<file path="src/rtl/inta_sequencer_pkg.sv">
// Shared PIC definitions: handshake state codes, level count and a
// lowest-set-bit helper used for priority and non-specific EOI.
package inta_sequencer_pkg;

  localparam int unsigned NUM_LEVELS = 8;

  // INTA handshake states
  localparam logic [2:0] StIdle = 3'd0;
  localparam logic [2:0] StReq  = 3'd1;
  localparam logic [2:0] StAck1 = 3'd2;
  localparam logic [2:0] StGap  = 3'd3;
  localparam logic [2:0] StAck2 = 3'd4;

  typedef struct packed {
    logic       valid;
    logic [2:0] idx;
  } lowest_t;

  // Lowest-index set bit of vec; valid=0 when vec is all zero.
  function automatic lowest_t lowest_set(input logic [NUM_LEVELS-1:0] vec);
    lowest_t r;
    r.valid = 1'b0;
    r.idx   = 3'd0;
    // Scan downward so the lowest set index is the last one written.
    for (int i = NUM_LEVELS - 1; i >= 0; i--) begin
      if (vec[i]) begin
        r.valid = 1'b1;
        r.idx   = 3'(i);
      end
    end
    return r;
  endfunction

endpackage

</file>
<file path="src/rtl/pic_priority_resolver.sv">
// Fully-nested fixed-priority resolver: picks the highest-priority request
// that outranks everything currently in service (bit 0 highest).
module pic_priority_resolver
  import inta_sequencer_pkg::*;
(
  input  logic [7:0] irr,
  input  logic [7:0] isr,
  output logic       cand_valid,
  output logic [2:0] cand_level
);

  lowest_t    isr_low;
  lowest_t    cand;
  logic [7:0] eligible;

  // Requests strictly above the highest-priority in-service level are eligible.
  always_comb begin
    isr_low  = lowest_set(isr);
    eligible = '0;
    for (int unsigned i = 0; i < NUM_LEVELS; i++) begin
      eligible[i] = !isr_low.valid || (3'(i) < isr_low.idx);
    end
    cand       = lowest_set(irr & eligible);
    cand_valid = cand.valid;
    cand_level = cand.idx;
  end

endmodule

</file>
<file path="src/rtl/inta_sequencer.sv">
// CPU-side end of the PIC: raises INT, runs the two-pulse INTA handshake,
// keeps the in-service register and drives the vector byte.
module inta_sequencer
  import inta_sequencer_pkg::*;
#(
  parameter int unsigned SYNC_STAGES    = 2,
  parameter logic [2:0]  SPURIOUS_LEVEL = 3'd7
) (
  input  logic       clk,
  input  logic       reset,
  input  logic [7:0] irr,
  input  logic       inta_n,
  input  logic [4:0] icw2_base,
  input  logic       aeoi,
  input  logic       eoi_valid,
  input  logic       eoi_specific,
  input  logic [2:0] eoi_level,
  output logic       int_out,
  output logic [7:0] isr,
  output logic [7:0] clr_irr,
  output logic [7:0] data_out,
  output logic       data_oe
);

  logic       inta_s;
  logic       inta_prev_q;
  logic       inta_fall;
  logic       inta_rise;

  logic [2:0] state_q, state_d;
  logic       int_q, int_d;
  logic [7:0] isr_q, isr_d;
  logic [7:0] clr_q, clr_d;
  logic [7:0] dout_q, dout_d;
  logic       oe_q, oe_d;
  logic [2:0] level_q, level_d;
  logic       spur_q, spur_d;

  logic       cand_valid;
  logic [2:0] cand_level;
  lowest_t    isr_low;
  logic [7:0] eoi_clr;
  logic [7:0] aeoi_clr;
  logic [7:0] isr_set;

  // inta_n synchroniser; idles high so reset never produces a false edge
  if (SYNC_STAGES == 0) begin : g_nosync
    assign inta_s = inta_n;
  end else begin : g_sync
    logic [SYNC_STAGES-1:0] sync_q;

    // Shift the pin through SYNC_STAGES flops
    always_ff @(posedge clk) begin
      if (reset) begin
        sync_q <= '1;
      end else begin
        sync_q[0] <= inta_n;
        for (int unsigned i = 1; i < SYNC_STAGES; i++) begin
          sync_q[i] <= sync_q[i-1];
        end
      end
    end

    assign inta_s = sync_q[SYNC_STAGES-1];
  end

  // Last synchronised inta_n value for edge detection
  always_ff @(posedge clk) begin
    if (reset) begin
      inta_prev_q <= 1'b1;
    end else begin
      inta_prev_q <= inta_s;
    end
  end

  assign inta_fall = inta_prev_q & ~inta_s;
  assign inta_rise = ~inta_prev_q & inta_s;

  pic_priority_resolver u_resolver (
    .irr        (irr),
    .isr        (isr_q),
    .cand_valid (cand_valid),
    .cand_level (cand_level)
  );

  // EOI clear mask, computed on the pre-update ISR
  always_comb begin
    isr_low = lowest_set(isr_q);
    eoi_clr = '0;
    if (eoi_valid) begin
      if (eoi_specific) begin
        eoi_clr = 8'b1 << eoi_level;
      end else if (isr_low.valid) begin
        eoi_clr = 8'b1 << isr_low.idx;
      end
    end
  end

  // Handshake next-state and registered-output logic
  always_comb begin
    state_d  = state_q;
    int_d    = int_q;
    dout_d   = dout_q;
    oe_d     = oe_q;
    level_d  = level_q;
    spur_d   = spur_q;
    clr_d    = '0;
    isr_set  = '0;
    aeoi_clr = '0;

    case (state_q)
      StIdle: begin
        if (cand_valid) begin
          state_d = StReq;
          int_d   = 1'b1;
        end
      end
      StReq: begin
        // int_out is held even if the request goes away; it resolves at INTA.
        if (inta_fall) begin
          state_d = StAck1;
          int_d   = 1'b0;
          if (cand_valid) begin
            level_d = cand_level;
            spur_d  = 1'b0;
            isr_set = 8'b1 << cand_level;
            clr_d   = 8'b1 << cand_level;
          end else begin
            level_d = SPURIOUS_LEVEL;
            spur_d  = 1'b1;
          end
        end
      end
      StAck1: begin
        oe_d = 1'b0;
        if (inta_rise) begin
          state_d = StGap;
        end
      end
      StGap: begin
        if (inta_fall) begin
          state_d = StAck2;
          oe_d    = 1'b1;
          dout_d  = {icw2_base, level_q};
        end
      end
      StAck2: begin
        if (inta_rise) begin
          state_d = StIdle;
          oe_d    = 1'b0;
          if (aeoi && !spur_q) begin
            aeoi_clr = 8'b1 << level_q;
          end
        end
      end
      default: begin
        state_d = StIdle;
        int_d   = 1'b0;
        oe_d    = 1'b0;
      end
    endcase

    // Clears first, then the set, so a same-cycle set on the same bit wins.
    isr_d = (isr_q & ~eoi_clr & ~aeoi_clr) | isr_set;
  end

  // State and output registers
  always_ff @(posedge clk) begin
    if (reset) begin
      state_q <= StIdle;
      int_q   <= 1'b0;
      isr_q   <= '0;
      clr_q   <= '0;
      dout_q  <= '0;
      oe_q    <= 1'b0;
      level_q <= 3'd0;
      spur_q  <= 1'b0;
    end else begin
      state_q <= state_d;
      int_q   <= int_d;
      isr_q   <= isr_d;
      clr_q   <= clr_d;
      dout_q  <= dout_d;
      oe_q    <= oe_d;
      level_q <= level_d;
      spur_q  <= spur_d;
    end
  end

  assign int_out  = int_q;
  assign isr      = isr_q;
  assign clr_irr  = clr_q;
  assign data_out = dout_q;
  assign data_oe  = oe_q;

endmodule

</file>
<file path="config.mk">
export PLATFORM = sky130hd
export DESIGN_NAME = inta_sequencer
export DESIGN_NICKNAME = d
export VERILOG_FILES = /design/src/rtl/inta_sequencer_pkg.sv /design/src/rtl/pic_priority_resolver.sv /design/src/rtl/inta_sequencer.sv
export SDC_FILE = /design/constraint.sdc
export NUM_CORES = 1
export LEC_CHECK = 0
export CORE_AREA = 2 2 67 69
export CTS_CLUSTER_SIZE = 14
export DETAILED_ROUTE_END_ITERATION = 7
export DIE_AREA = 0 0 69 71
export PLACE_DENSITY_LB_ADDON = 0.2
export SYNTH_ARGS = -nofsm -noshare
export SYNTH_HDL_FRONTEND = slang
export SYNTH_HIERARCHICAL = 1
export SYNTH_SLANG_ARGS = --single-unit
</file>
<file path="constraint.sdc">
create_clock -name clk -period 1.8 [get_ports clk]
set_clock_uncertainty 0.1 [all_clocks]
set_input_delay 0.27 -clock clk [delete_from_list [all_inputs] [get_ports clk]]
set_output_delay 0.27 -clock clk [all_outputs]
set_load 0.01 [all_outputs]
</file>
==> results <==
-- worst max-delay path by stage --
| stage | start | to |
|---|---|---|
| 6_report | isr[2] | level_q[1] |
| 4_1_cts | isr[3] | isr[1] |
| 3_3_place_gp | irr[6] | isr[5] |
| 3_5_place_dp | irr[6] | isr[5] |
| 5_1_grt | isr[2] | level_q[1] |
| 2_1_floorplan | isr[3] | isr[5] |
-- worst reg2reg max path, delay by kind of cell, from the launching register on --
kind            cells  cell delay (ns)
simple gates        2             0.60
flops               1             0.35
buf+inv             3             0.37
compound gates      3             0.50
-- flip-flops by register name, indices dropped and copies added, names as in the netlist, 2 cells and up --
signal         cells
isr                8
clr_irr            8
level_q            3
g_sync.sync_q      2
data_out           8
state_q            3
-- final cells by class --
type	instances	area (µm²)	area share (%)
tap	52	65.1	2.27
sequential	36	736	25.7
multi-input combinational	146	1120	39.2
clock buffer	6	72.6	2.54
inverter	8	30.0	1.05
clock inverter	2	35.0	1.22
timing repair buffer	88	802	28.0
-- kinds of logic after synthesis --
logic type	Yosys count	share of synthesized area, %
buffers and inverters	18	4.55
AO/OA/AOI/OAI	40	16.5
AND/OR/NAND/NOR	97	32.2
multiplexers	8	4.62
flip-flops	36	41.6
XOR/XNOR	1	0.506
-- synthesized netlist by cell type (all sizes together) (2+ instances only) --
library cell	n	area [µm²]
a21oi	3	15.0
nand4	4	25.0
nand2	8	30.0
o31ai	3	22.5
clkbuf	5	18.8
a311oi	3	26.3
dfxtp	36	721
o2111ai	4	35.0
inv	8	30.0
and2b	3	22.5
o21bai	3	22.5
nor2b	6	37.5
buf	5	30.0
nor3b	2	26.3
nor2	29	111
nor4bb	3	30.0
nor3	15	80.1
nand2b	5	31.3
nor4b	3	26.3
mux2i	8	80.1
and4b	2	20.0
nand3b	4	30.0
a211oi	2	15.0
nand3	5	25.0
o21ai	12	60.1
or2	3	18.8
-- metal layers --
metal	global-route usage, %	up-vias	wire length [µm]
met3	6.41	14	364
met4	10.0	0	177
met1	24.3	842	2140
met5	0	-	0
li1	-	897	-
met2	37.0	69	2710
-- per-stage QoR --
stage | utilization (%) | instance area [µm²] | cells | setup TNS, ns | total power [W]
2_1_floorplan | - | 1760 | 200 | -0.0101 | 0.000934
3_3_place_gp | 59.5 | 2500 | 324 | -7.94 | 0.00105
3_5_place_dp | 59.5 | 2500 | 324 | -9.76 | 0.00105
4_1_cts | 65.0 | 2730 | 335 | -1.22 | 0.00175
5_1_grt | 68.1 | 2860 | 338 | -4.12 | 0.00183
6_report | 68.1 | 2860 | 338 | -2.17 | 0.00176
-- report_power, final --
part	internal, W	switching [W]
logic	0.000134	0.000115
registers	0.000805	0.0000149
clock network	0.000411	0.000282
total	0.00135	0.000412
-- what timing repair did --
action,CTS,global route
buffers inserted,3,3
resized for setup,26,30
pin swaps,8,11
endpoints found under the setup margin,21,23
==> results.yml <==
status:
  status: "complete, but fails checks"
  violations: "negative setup slack"
die:
  row_count: 24
  die-width_um: 69
  core_area_mm2: 0.00420
  die-area_mm2: 0.00490
  dieHeight_um: 71
  io_pins: 48
  initial_core_util_pct: 41.2
setup_path:
  crit_arrival_ns: 2.11
  crit_path_frequent_cell: "buf_6"
  worstPathCellList: "or3_4 -> nor3_4 -> buf_6 -> o311ai_4 -> a21boi_2 -> buf_6 -> inv_1 -> a311oi_2"
  crit_fanout: 7
  start_kind: "flip-flop"
  required_ns: 1.89
  critPathTopFamily: "simple AND/OR/NAND/NOR gates"
  cp.buffers_inverters: 3
  crit_path_end_kind: "flip-flop"
  r2r_slack_ns: -0.22
  cp.depth: 8
  slowest_stage: "or3_4"
  reg2reg_depth: 8
  r2r-end: "level_q[1]"
  r2r-start: "isr[2]"
  max_stage_delay_ns: 0.42
  crit_type: "reg2reg"
worst_hold_path:
  worstHoldEndpoint: "g_sync.sync_q[1]"
  hold_depth: 1
  worstHoldPathType: "reg2reg"
  holdCritStartpoint: "g_sync.sync_q[0]"
global_route:
  grt_pass1_vias: 1817
  grt_overflow: 0
  grt_pass1_wl_mm: 8.40
  grt_usage_pct: 21.4
  grt_max_degree: 25
  antenna_found_initial: 0
routing:
  via_per_inst: 5.39
  routedWlPerCell_um: 15.9
  postRouteAntennaNets: 0
  vias: 1822
  first_iter_violations: 57
  drcViolationCount: 0
  wl_mm: 5.39
  firstDrtPassIters: 4
synthesis:
  ys_types: 48
  synth_edf_count: 0
  async_reset_ff_share_pct: 0
  seq_area_frac_synth_pct: 41.6
  synthCells: 200
  syn_area_per_cell_um2: 8.66
  yosys_register_bits: 36
  ys.flop_type: "dfxtp_1"
  syn_area_mm2: 0.00173
  synth_nets: 222
  yosys_warnings: 6
timing:
  final_max_slew_viol_count: 0
  grt_setup_unrepaired: "yes"
  maxSlewHeadroom_pct: 68.4
  finalSetupViolCount: 20
  finalWorstPathRequiredPeriod_ns: 2.02
  setup_ws_ns: -0.218
  finalHoldViolations: 0
  worst_pin_slew_ns: 0.467
  whs_ns: 0.310
  max_freq_ghz: 0.496
  fin_crit_sh_pct: 112
final_layout:
  fillers: 345
  layout_commonest_cell: "clkdlybuf4s50_1"
  diodes: 0
  finalNetCount: 307
  synthToLayoutAreaGrowth_pct: 65.2
  mostFrequentLayoutCells: "45 x clkdlybuf4s50_1, 35 x buf_4, 30 x dfxtp_1"
  drive_gt1_share_pct: 30.8
clocking:
  cts_hold_buffers: 0
  htree_levels: 2
  cts.clk_slew.worst_paths_ns: 0.07
  cts_tree: "yes"
  cts_inserted_buffers: 5
  insertion_delay_ns: 0.29
  clockRootBuffer: "clkbuf_8"
  clk_path_buf_depth: 2
  cts_sinks: 36
job:
  cap_violations: 0
power_and_ir_drop:
  power.leakage_nw: 1.12
  pwr_density_cell_mw_per_mm2: 616
  vdd_ir_drop_max_uv: 694
placement:
  post-place-ws_ns: -0.582
  gp_congestion: 0.872
  hpwl_mm: 3.56
  portBuffers: 47
No activity file was read; power rests on OpenSTA's default activity.
